--- config.mk ---
export PLATFORM = sky130hd
export DESIGN_NAME = ceespu_writeback
export DESIGN_NICKNAME = d
export VERILOG_FILES = /design/src/rtl/ceespu_pkg.sv /design/src/rtl/ceespu_load_align.sv /design/src/rtl/ceespu_writeback.sv
export SDC_FILE = /design/constraint.sdc
export NUM_CORES = 1
export LEC_CHECK = 0
export BUFFER_PORTS_ARGS = -buffer_cell sky130_fd_sc_hd__buf_2
export CAP_MARGIN = 30
export CORE_MARGIN = 4
export CORE_UTILIZATION = 49
export CTS_CLUSTER_SIZE = 10
export DETAILED_ROUTE_END_ITERATION = 8
export PLACE_DENSITY_LB_ADDON = 0.3
export SLEW_MARGIN = 40
export SYNTH_ARGS = -nofsm -noshare
export SYNTH_HDL_FRONTEND = slang
export SYNTH_SLANG_ARGS = --single-unit
--- constraint.sdc ---
create_clock -name I_clk -period 2.01 [get_ports I_clk]
set_input_delay 0.402 -clock I_clk [delete_from_list [all_inputs] [get_ports I_clk]]
set_output_delay 0.402 -clock I_clk [all_outputs]
set_load 0.02 [all_outputs]
--- src/rtl/ceespu_pkg.sv ---
// Shared definitions for the ceespu pipeline: writeback FSM states, load-size codes
// and the load misalignment rule.
package ceespu_pkg;

  typedef enum logic [1:0] {
    ST_IDLE     = 2'b00,
    ST_WAIT_MEM = 2'b01,
    ST_WRITE    = 2'b10
  } wbState_t;

  typedef enum logic [1:0] {
    LS_BYTE = 2'b00,
    LS_HALF = 2'b01,
    LS_WORD = 2'b10,
    LS_RSVD = 2'b11
  } loadSize_t;

  function automatic logic isMisaligned(input logic [1:0] size, input logic [1:0] addrLo);
    logic bad;
    case (loadSize_t'(size))
      LS_BYTE: bad = 1'b0;
      LS_HALF: bad = addrLo[0];
      LS_WORD: bad = (addrLo != 2'b00);
      default: bad = 1'b1;
    endcase
    return bad;
  endfunction

endpackage

--- src/rtl/ceespu_load_align.sv ---
// Little-endian lane select and sign/zero extension of a loaded data word.
module ceespu_load_align
  import ceespu_pkg::*;
(
  input  logic [31:0] I_rdata,
  input  logic [1:0]  I_size,
  input  logic        I_signed,
  input  logic [1:0]  I_addr_lo,
  output logic [31:0] O_data
);

  logic [7:0]  byteLane;
  logic [15:0] halfLane;

  always_comb begin
    case (I_addr_lo)
      2'd0:    byteLane = I_rdata[7:0];
      2'd1:    byteLane = I_rdata[15:8];
      2'd2:    byteLane = I_rdata[23:16];
      default: byteLane = I_rdata[31:24];
    endcase
    halfLane = I_addr_lo[1] ? I_rdata[31:16] : I_rdata[15:0];

    case (loadSize_t'(I_size))
      LS_BYTE: O_data = {{24{I_signed & byteLane[7]}}, byteLane};
      LS_HALF: O_data = {{16{I_signed & halfLane[15]}}, halfLane};
      default: O_data = I_rdata;
    endcase
  end

endmodule

--- src/rtl/ceespu_writeback.sv ---
// Writeback stage: registers ALU results or waits for load data, aligns it and
// drives the register-file write port; misaligned loads raise a one-cycle fault.
module ceespu_writeback
  import ceespu_pkg::*;
(
  input  logic        I_clk,
  input  logic        I_rst,
  input  logic        I_valid,
  output logic        O_ready,
  input  logic        I_flush,
  input  logic        I_wb_en,
  input  logic [4:0]  I_selD,
  input  logic        I_is_load,
  input  logic [1:0]  I_load_size,
  input  logic        I_load_signed,
  input  logic [1:0]  I_addr_lo,
  input  logic [31:0] I_alu_result,
  input  logic        I_mem_rvalid,
  input  logic [31:0] I_mem_rdata,
  output logic        O_we,
  output logic [4:0]  O_selD,
  output logic [31:0] O_dataD,
  output logic        O_load_pending,
  output logic        O_misalign
);

  wbState_t    state;
  logic        pendWbEn;
  logic [4:0]  pendSel;
  logic [1:0]  pendSize;
  logic        pendSigned;
  logic [1:0]  pendAddr;
  logic [31:0] alignedData;
  logic        accept;

  assign O_ready        = (state != ST_WAIT_MEM);
  assign O_load_pending = (state == ST_WAIT_MEM);
  assign accept         = I_valid & O_ready & ~I_flush;

  ceespu_load_align u_align (
    .I_rdata   (I_mem_rdata),
    .I_size    (pendSize),
    .I_signed  (pendSigned),
    .I_addr_lo (pendAddr),
    .O_data    (alignedData)
  );

  always_ff @(posedge I_clk) begin
    if (!I_rst) begin
      state      <= ST_IDLE;
      O_we       <= 1'b0;
      O_selD     <= '0;
      O_dataD    <= '0;
      O_misalign <= 1'b0;
      pendWbEn   <= 1'b0;
      pendSel    <= '0;
      pendSize   <= '0;
      pendSigned <= 1'b0;
      pendAddr   <= '0;
    end else begin
      O_we       <= 1'b0;
      O_misalign <= 1'b0;
      case (state)
        ST_WAIT_MEM: begin
          // flush outranks a same-edge rvalid
          if (I_flush) begin
            state <= ST_IDLE;
          end else if (I_mem_rvalid) begin
            state <= ST_WRITE;
            if (pendWbEn && pendSel != '0) begin
              O_we    <= 1'b1;
              O_selD  <= pendSel;
              O_dataD <= alignedData;
            end
          end
        end
        default: begin
          state <= ST_IDLE;
          if (accept) begin
            if (I_is_load) begin
              if (isMisaligned(I_load_size, I_addr_lo)) begin
                O_misalign <= 1'b1;
              end else begin
                state      <= ST_WAIT_MEM;
                pendWbEn   <= I_wb_en;
                pendSel    <= I_selD;
                pendSize   <= I_load_size;
                pendSigned <= I_load_signed;
                pendAddr   <= I_addr_lo;
              end
            end else begin
              state <= ST_WRITE;
              if (I_wb_en && I_selD != '0) begin
                O_we    <= 1'b1;
                O_selD  <= I_selD;
                O_dataD <= I_alu_result;
              end
            end
          end
        end
      endcase
    end
  end

endmodule

==> metrics.txt, run 1 <==
Final setup viols=0; port bufs=121; post-CTS setup buffers=0; Leak Pwr=0.00174 µW; Clock transition at path regs=0.09 ns; crit path to=O_load_pending; vias=3354; routed wire length per instance=16.0 µm; Post-CTS Hold Buffers=0; Syn Area/Cell=7.72 µm²; H-Tree Depth=2; initial antenna violation count=0; Max clock buf depth=2; Area Growth Syn to Fin=27.6%; CTS root buf=clkbuf_8; Mapped Area=2980 µm²; RSZ-0062 raised after global routing=no; CP Class=flop to output port; initial cell density of the core=50.4%; highest clock rate=0.530 GHz; Tmin final=1.89 ns; clock sinks=52; die area=7400 µm²; leading area contributor after synthesis=dfxtp_1; post-layout util=64.2%; Crit. End Element=output port; yosys warns=0; global-route wire length before repair=14.6 mm; std cell rows=28; Slew @ Worst Pin=0.506 ns; Setup Skew=0.00656 ns; Cell Pwr Density=567 nW/µm²; core area=5920 µm²; Avg Vias per Cell=5.84; total grt overflow=0; Die X=86.0 µm; flops & latches, synth=52; setup_tns=0 ns; most frequent cells in the layout=buf_2, nand2_1, dfxtp_1; R2R Path Start=pendAddr[0]; Post-Route WL=9.16 mm; post-synthesis sequential area ratio=34.9%; Setup crit start=state[1]; remaining antenna violation count=0; TritonRoute pass-1 iters=6; max cap viols=0; CP required=1.61 ns; post-synthesis net count=467; crit path DAT=1.49 ns; Distinct cells, synth=43; DIE HEIGHT=86.0 µm; hpwl dp=6.91 mm; CTS tree=done; Final GP Congestion=0.905; IO Pins=122; Synth area leaders=dfxtp_1, nand2_1, a21oi_1, o211ai_1, o22ai_1; Worst-Skew Late Latency=0.31 ns; status=completed; ratio of cells with drive above 1 in the final layout=34.1%; Max VDD drop=0.000334 V; DRC=0; RR Endpoint=O_dataD[16]; crit path launch type=flop; GR Util All Layers=24.3%; final hold violations=0; crit share post-route=93.9%; worst hold-check path type=input port to flop; commonest non-fill, non-tap cell in the layout=buf_2; Yosys top cell area share=34.9%; flop2flop setup slack=0.18 ns; Post-Synthesis Cells=386; CP Max Fanout=13; vias in the first global route=3108; Hold Crit Start=I_load_signed; worst hold slack=0.322 ns; CTS buffer count=5; Slew HR=66.2%; Worst R2R Path Depth=6; Iter 0 DRT Violations=262; largest net degree at the start of global routing=29; CTS-repair resized insts=0; Antenna Diode Count=0; final slew viol count=0; NumNets Final=579
## synth_stat cells, drive strengths merged
master / n
or4: 1
nand3b: 2
nor2b: 4
nand3: 3
o32ai: 1
o32a: 1
o22ai: 24
mux2i: 13
clkbuf: 18
or3: 3
a32oi: 1
nor2: 20
o41ai: 1
nor3b: 2
dfxtp: 52
and2: 1
a21oi: 44
a31oi: 1
a311oi: 11
o211ai: 26
mux2: 2
and2b: 1
inv: 23
and3b: 1
nand2b: 2
nand2: 64
a221o: 6
buf: 19
nor3: 2
a2111oi: 1
o21ai: 29
o311ai: 1
o31ai: 6
## sequential cells by signal, summed over array words and instances, names as in the netlist
name / flops
O_dataD: 32
O_misalign: 1
O_selD: 5
O_we: 1
pendAddr: 2
pendSel: 5
pendSigned: 1
pendSize: 2
pendWbEn: 1
state: 2
## how the worst min path moves through the flow
stage,end,cells past startpoint
after global placement,O_dataD[7],2
final,pendSigned,3
after CTS,pendSigned,3
after floorplan,pendSigned,2
after detailed placement,O_dataD[7],2
after global routing,pendSigned,3
## metrics by stage
stage	power (µW)	std cells	worst slack [ns]	cell area (µm²)
after floorplan	1260	386	0.249	2980
after global placement	1410	566	0.111	3680
after detailed placement	1410	566	0.0406	3680
after CTS	2160	574	0.118	3800
after global routing	2230	574	0.00922	3800
final	2160	574	0.123	3800
## routing by layer
| metal | global-route usage (%) | up-vias | routed length, µm |
|---|---|---|---|
| li1 | - | 1619 | - |
| met1 | 29.8 | 1545 | 3740 |
| met2 | 43.0 | 167 | 4410 |
| met3 | 5.09 | 23 | 819 |
| met4 | 6.04 | 0 | 186 |
| met5 | 0 | - | 0 |
## cell type report
type	count	area [µm²]
Clock buffer	6	82.6
Clock inverter	2	38.8
Fill cell	529	2120
Inverter	23	86.3
Multi-Input combinational cell	274	1670
Sequential cell	52	1040
Tap cell	75	93.8
Timing Repair Buffer	142	788
## cell families after synthesis
| kind of cell | count (synthesis) | share of synthesized area [%] |
|---|---|---|
| simple gates | 106 | 15.8 |
| mux | 15 | 5.12 |
| buf+inv | 60 | 8.98 |
| flops | 52 | 34.9 |
| compound gates | 153 | 35.2 |
## where the power goes
group          switching, µW  internal, µW
combinational            195           143
sequential              10.0          1040
clock                    357           408
## worst max-delay path, cell delays in order (launching register included)
cell      delay (ns)
dfxtp_1         0.30
nand2b_1        0.14
buf_4           0.18
inv_2           0.20
buf_4           0.18
buf_2           0.16
(Power assumes the default switching activity.)
==> run 2, diff against run 1 <==
--- a/config.mk
+++ b/config.mk
@@ -11,6 +11,7 @@
 export CORE_UTILIZATION = 49
 export CTS_CLUSTER_SIZE = 10
 export DETAILED_ROUTE_END_ITERATION = 8
+export GPL_TIMING_DRIVEN = 0
 export PLACE_DENSITY_LB_ADDON = 0.3
 export SLEW_MARGIN = 40
 export SYNTH_ARGS = -nofsm -noshare
==> run 2 against run 1 <==
Effect of this change: die area unchanged; cell count increased by 2.8%; clock power decreased by 3.0%; design area increased by 0.82%; combinational power increased by 3%; sequential share of layout area decreased by 0.22 points; critical path depth increased by 2; sequential cell count unchanged; count of clock-buffer cells in the layout decreased by 1; routed wire length increased by 6.2%; register-to-register slack got worse by 0.05 ns; critical endpoint is now O_dataD[6]; largest cell class unchanged.
==> metrics.txt, run 2 (synthesis results as in run 1) <==
status=completed; Setup Skew=0.00930 ns; ratio of cells with drive above 1 in the final layout=33.4%; Antenna Diode Count=0; Switch Pwr=579 µW; GR Util All Layers=25.3%; Max VDD drop=0.000402 V; CTS buffer count=5; Crit. End Element=flop; Hold Path End=pendSigned; Worst-Skew Late Latency=0.31 ns; Post-Route WL=9.73 mm; Iter 0 DRT Violations=234; clock share of power=34.6%; DIE HEIGHT=86.0 µm; Sw Share=27.0%; Biggest register=O_dataD; Worst R2R Path Depth=7; Final setup viols=0; TritonRoute pass-1 iters=5; Area Growth Syn to Fin=28.6%; Clock transition at path regs=0.10 ns; remaining antenna violation count=0; Slew @ Worst Pin=0.654 ns; clock sinks=52; worst hold-check path type=input port to flop; Layout Cells excl Fill=590; total grt overflow=0; DRC=0; routed wire length per instance=16.5 µm; largest net degree at the start of global routing=18; CP required=2.21 ns; multi-input combinational cell area=1700 µm²; vias in the first global route=3164; RSZ-0062 raised after global routing=no; Int Power=1560 µW; highest clock rate=0.532 GHz; core area=5920 µm²; initial cell density of the core=50.4%; CTS tree=done; power share of the combinational group=16.3%; Top delay family on crit path=simple AND/OR/NAND/NOR gates; final hold violations=0; Crit-path slowest cell=or3_1; commonest non-fill, non-tap cell in the layout=buf_2; hpwl dp=7.43 mm; Reg power frac=49.1%; std cell rows=28; Cell Pwr Density=559 nW/µm²; Largest regs=O_dataD: 32 flops, O_selD: 5 flops, pendSel: 5 flops; Slew HR=56.4%; crit path cell chain=or3_1 -> o311ai_2 -> and2_1 -> buf_4 -> clkbuf_4 -> o211ai_1 -> o41ai_1; Placed Cells=582; Setup crit start=pendSel[4]; Leak Pwr=0.00174 µW; CTS root buf=clkbuf_8; final slew viol count=0; layout filler cell count=539; Avg Vias per Cell=5.87; die area=7400 µm²; RR Endpoint=O_dataD[6]; Hold Crit Depth=3; Post-CTS Hold Buffers=0; vias=3463; crit path DAT=2.08 ns; crit path launch type=flop; slowest cell delay on critical path=0.38 ns; crit share post-route=93.4%; Tot Pwr=2140 µW; Final GP Congestion=0.911; Tmin final=1.88 ns; Max clock buf depth=2; CP bufs+invs=2; port bufs=121; Reg area=1040 µm²; Hold Crit Start=I_load_signed; H-Tree Depth=2; initial antenna violation count=0; Die X=86.0 µm; max cap viols=0; flop2flop setup slack=0.13 ns; CP Class=flop to flop; max FFs per register=32; CP Max Fanout=10; most frequent cells in the layout=buf_2, nand2_1, dfxtp_1; R2R Path Start=pendSel[4]; IO Pins=122; global-route wire length before repair=15.0 mm; NumNets Final=595
## run 2: changes by cell type in the layout (fill, tap and decap cells not counted), moves of 4 or more
cell | previous run | this run
buf_4 | 19 | 5
clkbuf_1 | 0 | 13
buf_2 | 121 | 130
clkbuf_2 | 0 | 4
## run 2: worst max-delay path by stage
stage	endpoint	slack (ns)	depth (start not counted)
after floorplan	O_dataD[6]	0.25	7
after global placement	O_dataD[25]	-0.14	7
after detailed placement	O_dataD[26]	-0.16	7
after CTS	O_dataD[25]	0.03	7
after global routing	O_dataD[8]	0.01	6
final	O_dataD[6]	0.13	7
## run 2: power by group through the flow
| stage | registers [µW] | logic (µW) | clock network (µW) |
|---|---|---|---|
| after global routing | 1050 | 377 | 802 |
| after detailed placement | 1080 | 334 | 0 |
| after CTS | 1050 | 336 | 753 |
| after global placement | 1080 | 329 | 0 |
| after floorplan | 1090 | 171 | 0 |
| final | 1050 | 348 | 742 |
## run 2: final cells by class
class,instances,area share (%)
buffer,36,4.93
clock buffer,5,1.79
clock inverter,3,1.21
inverter,23,2.25
multi-input combinational,274,44.2
sequential,52,27.1
tap,75,2.45
timing repair buffer,122,16.0
## run 2: per-layer routing
| layer | vias to the layer above | global-route usage, % | share of wire, % |
|---|---|---|---|
| met1 | 1606 | 32.3 | 40 |
| li1 | 1651 | - | - |
| met3 | 18 | 4.32 | 8.9 |
| met5 | - | 0 | 0 |
| met4 | 0 | 6.47 | 1.6 |
| met2 | 188 | 43.8 | 49 |
## run 2: worst min-delay path: stages
cell,delay (ns)
buf_2,0.08
mux2i_1,0.05
nor2_1,0.07
## run 2: timing repair
item	CTS	global route
endpoints found under the setup margin	2	17
pin swaps	0	2
resized for setup	2	12
buffers inserted	0	1
## run 2: metrics by stage
stage | instance area [µm²] | hold WS, ns | util (%) | setup slack (ns) | TNS [ns]
final | 3830 | 0.336 | 64.8 | 0.132 | 0
after global routing | 3830 | 0.344 | 64.8 | 0.0145 | 0
after CTS | 3790 | 0.330 | 64.1 | 0.0340 | 0
after detailed placement | 3680 | 0.466 | 62.2 | -0.160 | -1.65
after global placement | 3680 | 0.462 | 62.2 | -0.137 | -1.39
after floorplan | 2980 | 0.463 | - | 0.249 | 0
==> run 3, diff against run 2 <==
--- a/config.mk
+++ b/config.mk
@@ -12,6 +12,7 @@
 export CTS_CLUSTER_SIZE = 10
 export DETAILED_ROUTE_END_ITERATION = 8
 export GPL_TIMING_DRIVEN = 0
+export MAX_ROUTING_LAYER = met4
 export PLACE_DENSITY_LB_ADDON = 0.3
 export SLEW_MARGIN = 40
 export SYNTH_ARGS = -nofsm -noshare
==> run 3 against run 2 <==
Effect of this change: cell count did not move; routed wire length increased by 0.19%; design area stayed put; hold slack lost 0.0032 ns; critical path type is now flop to output port; clock power up 0.5%; global-route usage rose by 0.70 points; first-iteration DRC count shrank 0.43%; register-to-register slack barely moved; highest routed layer unchanged; sequential power about the same; non-clock buffer count did not move; fmax is 0.22% higher.
==> metrics.txt, run 3 (synthesis results as in run 1) <==
max cap viols=0; port bufs=121; die area=7400 µm²; crit path DAT=1.47 ns; Worst-Skew Late Latency=0.31 ns; Max clock buf depth=2; most frequent cells in the layout=buf_2, nand2_1, dfxtp_1; multi-input combinational cell area=1700 µm²; remaining antenna violation count=0; CP most frequent cell=buf_2; RSZ-0062 raised after global routing=no; Slew @ Worst Pin=0.656 ns; TritonRoute pass-1 iters=5; slowest cell delay on critical path=0.32 ns; routed wire length per instance=16.5 µm; worst hold-check path type=input port to flop; CTS tree=done; Die X=86.0 µm; highest clock rate=0.534 GHz; final slew viol count=0; Final setup viols=0; Tot Pwr=2150 µW; crit share post-route=93.2%; pre-CTS setup slack=-0.160 ns; initial antenna violation count=0; core area=5920 µm²; Biggest register=O_dataD; IO Pins=122; Crit. End Element=output port; clock sinks=52; Area after DPL=3680 µm²; CP Class=flop to output port; DIE HEIGHT=86.0 µm; layout filler cell count=539; vias in the first global route=3171; Leak Pwr=0.00174 µW; H-Tree Depth=2; Slew HR=56.3%; Area Growth Syn to Fin=28.6%; Crit-path slowest cell=dfxtp_1; CP Max Fanout=10; std cell rows=28; Cell Pwr Density=560 nW/µm²; post-layout util=64.8%; largest net degree at the start of global routing=18; max FFs per register=32; vias=3464; initial cell density of the core=50.4%; Post-CTS Hold Buffers=0; GR Util All Layers=26.0%; CP required=1.61 ns; crit path launch type=flop; Final GP Congestion=0.927; commonest non-fill, non-tap cell in the layout=buf_2; Avg Vias per Cell=5.87; Reg area=1040 µm²; global-route wire length before repair=14.9 mm; design area=3830 µm²; final hold violations=0; hpwl dp=7.43 mm; final worst slack=0.136 ns; CTS buffer count=5; Clock transition at path regs=0.10 ns; NumNets Final=595; ratio of cells with drive above 1 in the final layout=33.4%; Post-Route WL=9.75 mm; Largest regs=O_dataD: 32 flops, O_selD: 5 flops, pendSel: 5 flops; status=completed; Max VDD drop=0.000402 V; crit path cell chain=nand2b_4 -> clkbuf_2 -> buf_2 -> buf_2; CTS root buf=clkbuf_8; worst hold slack=0.333 ns; Antenna Diode Count=0; Tmin final=1.87 ns; Iter 0 DRT Violations=233; Setup Skew=0.0117 ns; DRC=0; total grt overflow=0
run 3: cell counts in the layout (fill, tap and decap cells not counted):
Identical to the previous run, type by type.
run 3: power by group:
part	switching, µW	internal, µW
logic	205	144
clock network	370	376
registers	8.45	1040
run 3: path summary, 6_finish.rpt:
kind | depth (start not counted) | start | endpoint | slack (ns)
max reg2reg | 7 | pendSel[4] | O_dataD[6] | 0.14
min reg2reg | 2 | O_dataD[7] | O_dataD[7] | 0.49
min | 3 | I_wb_en | pendWbEn | 0.33
max | 4 | state[1] | O_ready | 0.14
run 3: worst max-delay path, delay by kind of cell (launching register included):
| family | cells | cell delay [ns] |
|---|---|---|
| AND/OR/NAND/NOR | 1 | 0.12 |
| buffers and inverters | 3 | 0.71 |
| flip-flops | 1 | 0.32 |
run 3: layout make-up:
type	count	share of cell area [%]
multi-input cells	274	44.2
flip-flops and latches	52	27.1
repair buffers	122	16.0
plain buffers	36	4.93
well taps	75	2.45
inverters	23	2.25
clock buffers	5	1.79
clock inverters	3	1.21
run 3: stage by stage:
stage               setup TNS [ns]  std cells
floorplan                        0        386
finish                           0        590
CTS                              0        589
global route                     0        590
detailed placement           -1.65        582
global placement             -1.39        582
run 3: routing by layer:
layer  up-vias  share of wire (%)  GRT usage [%]
met2       186                 49           43.8
met5         -                  0              -
li1       1654                  -              -
met4         0                1.4           6.47
met3        13                9.2           4.03
met1      1611                 40           32.4
run 3: what timing repair did:
item / CTS / global route
gates resized for setup: 2 / 12
buffers inserted: 0 / 1
pin swaps: 0 / 2
endpoints found under the setup margin: 2 / 17
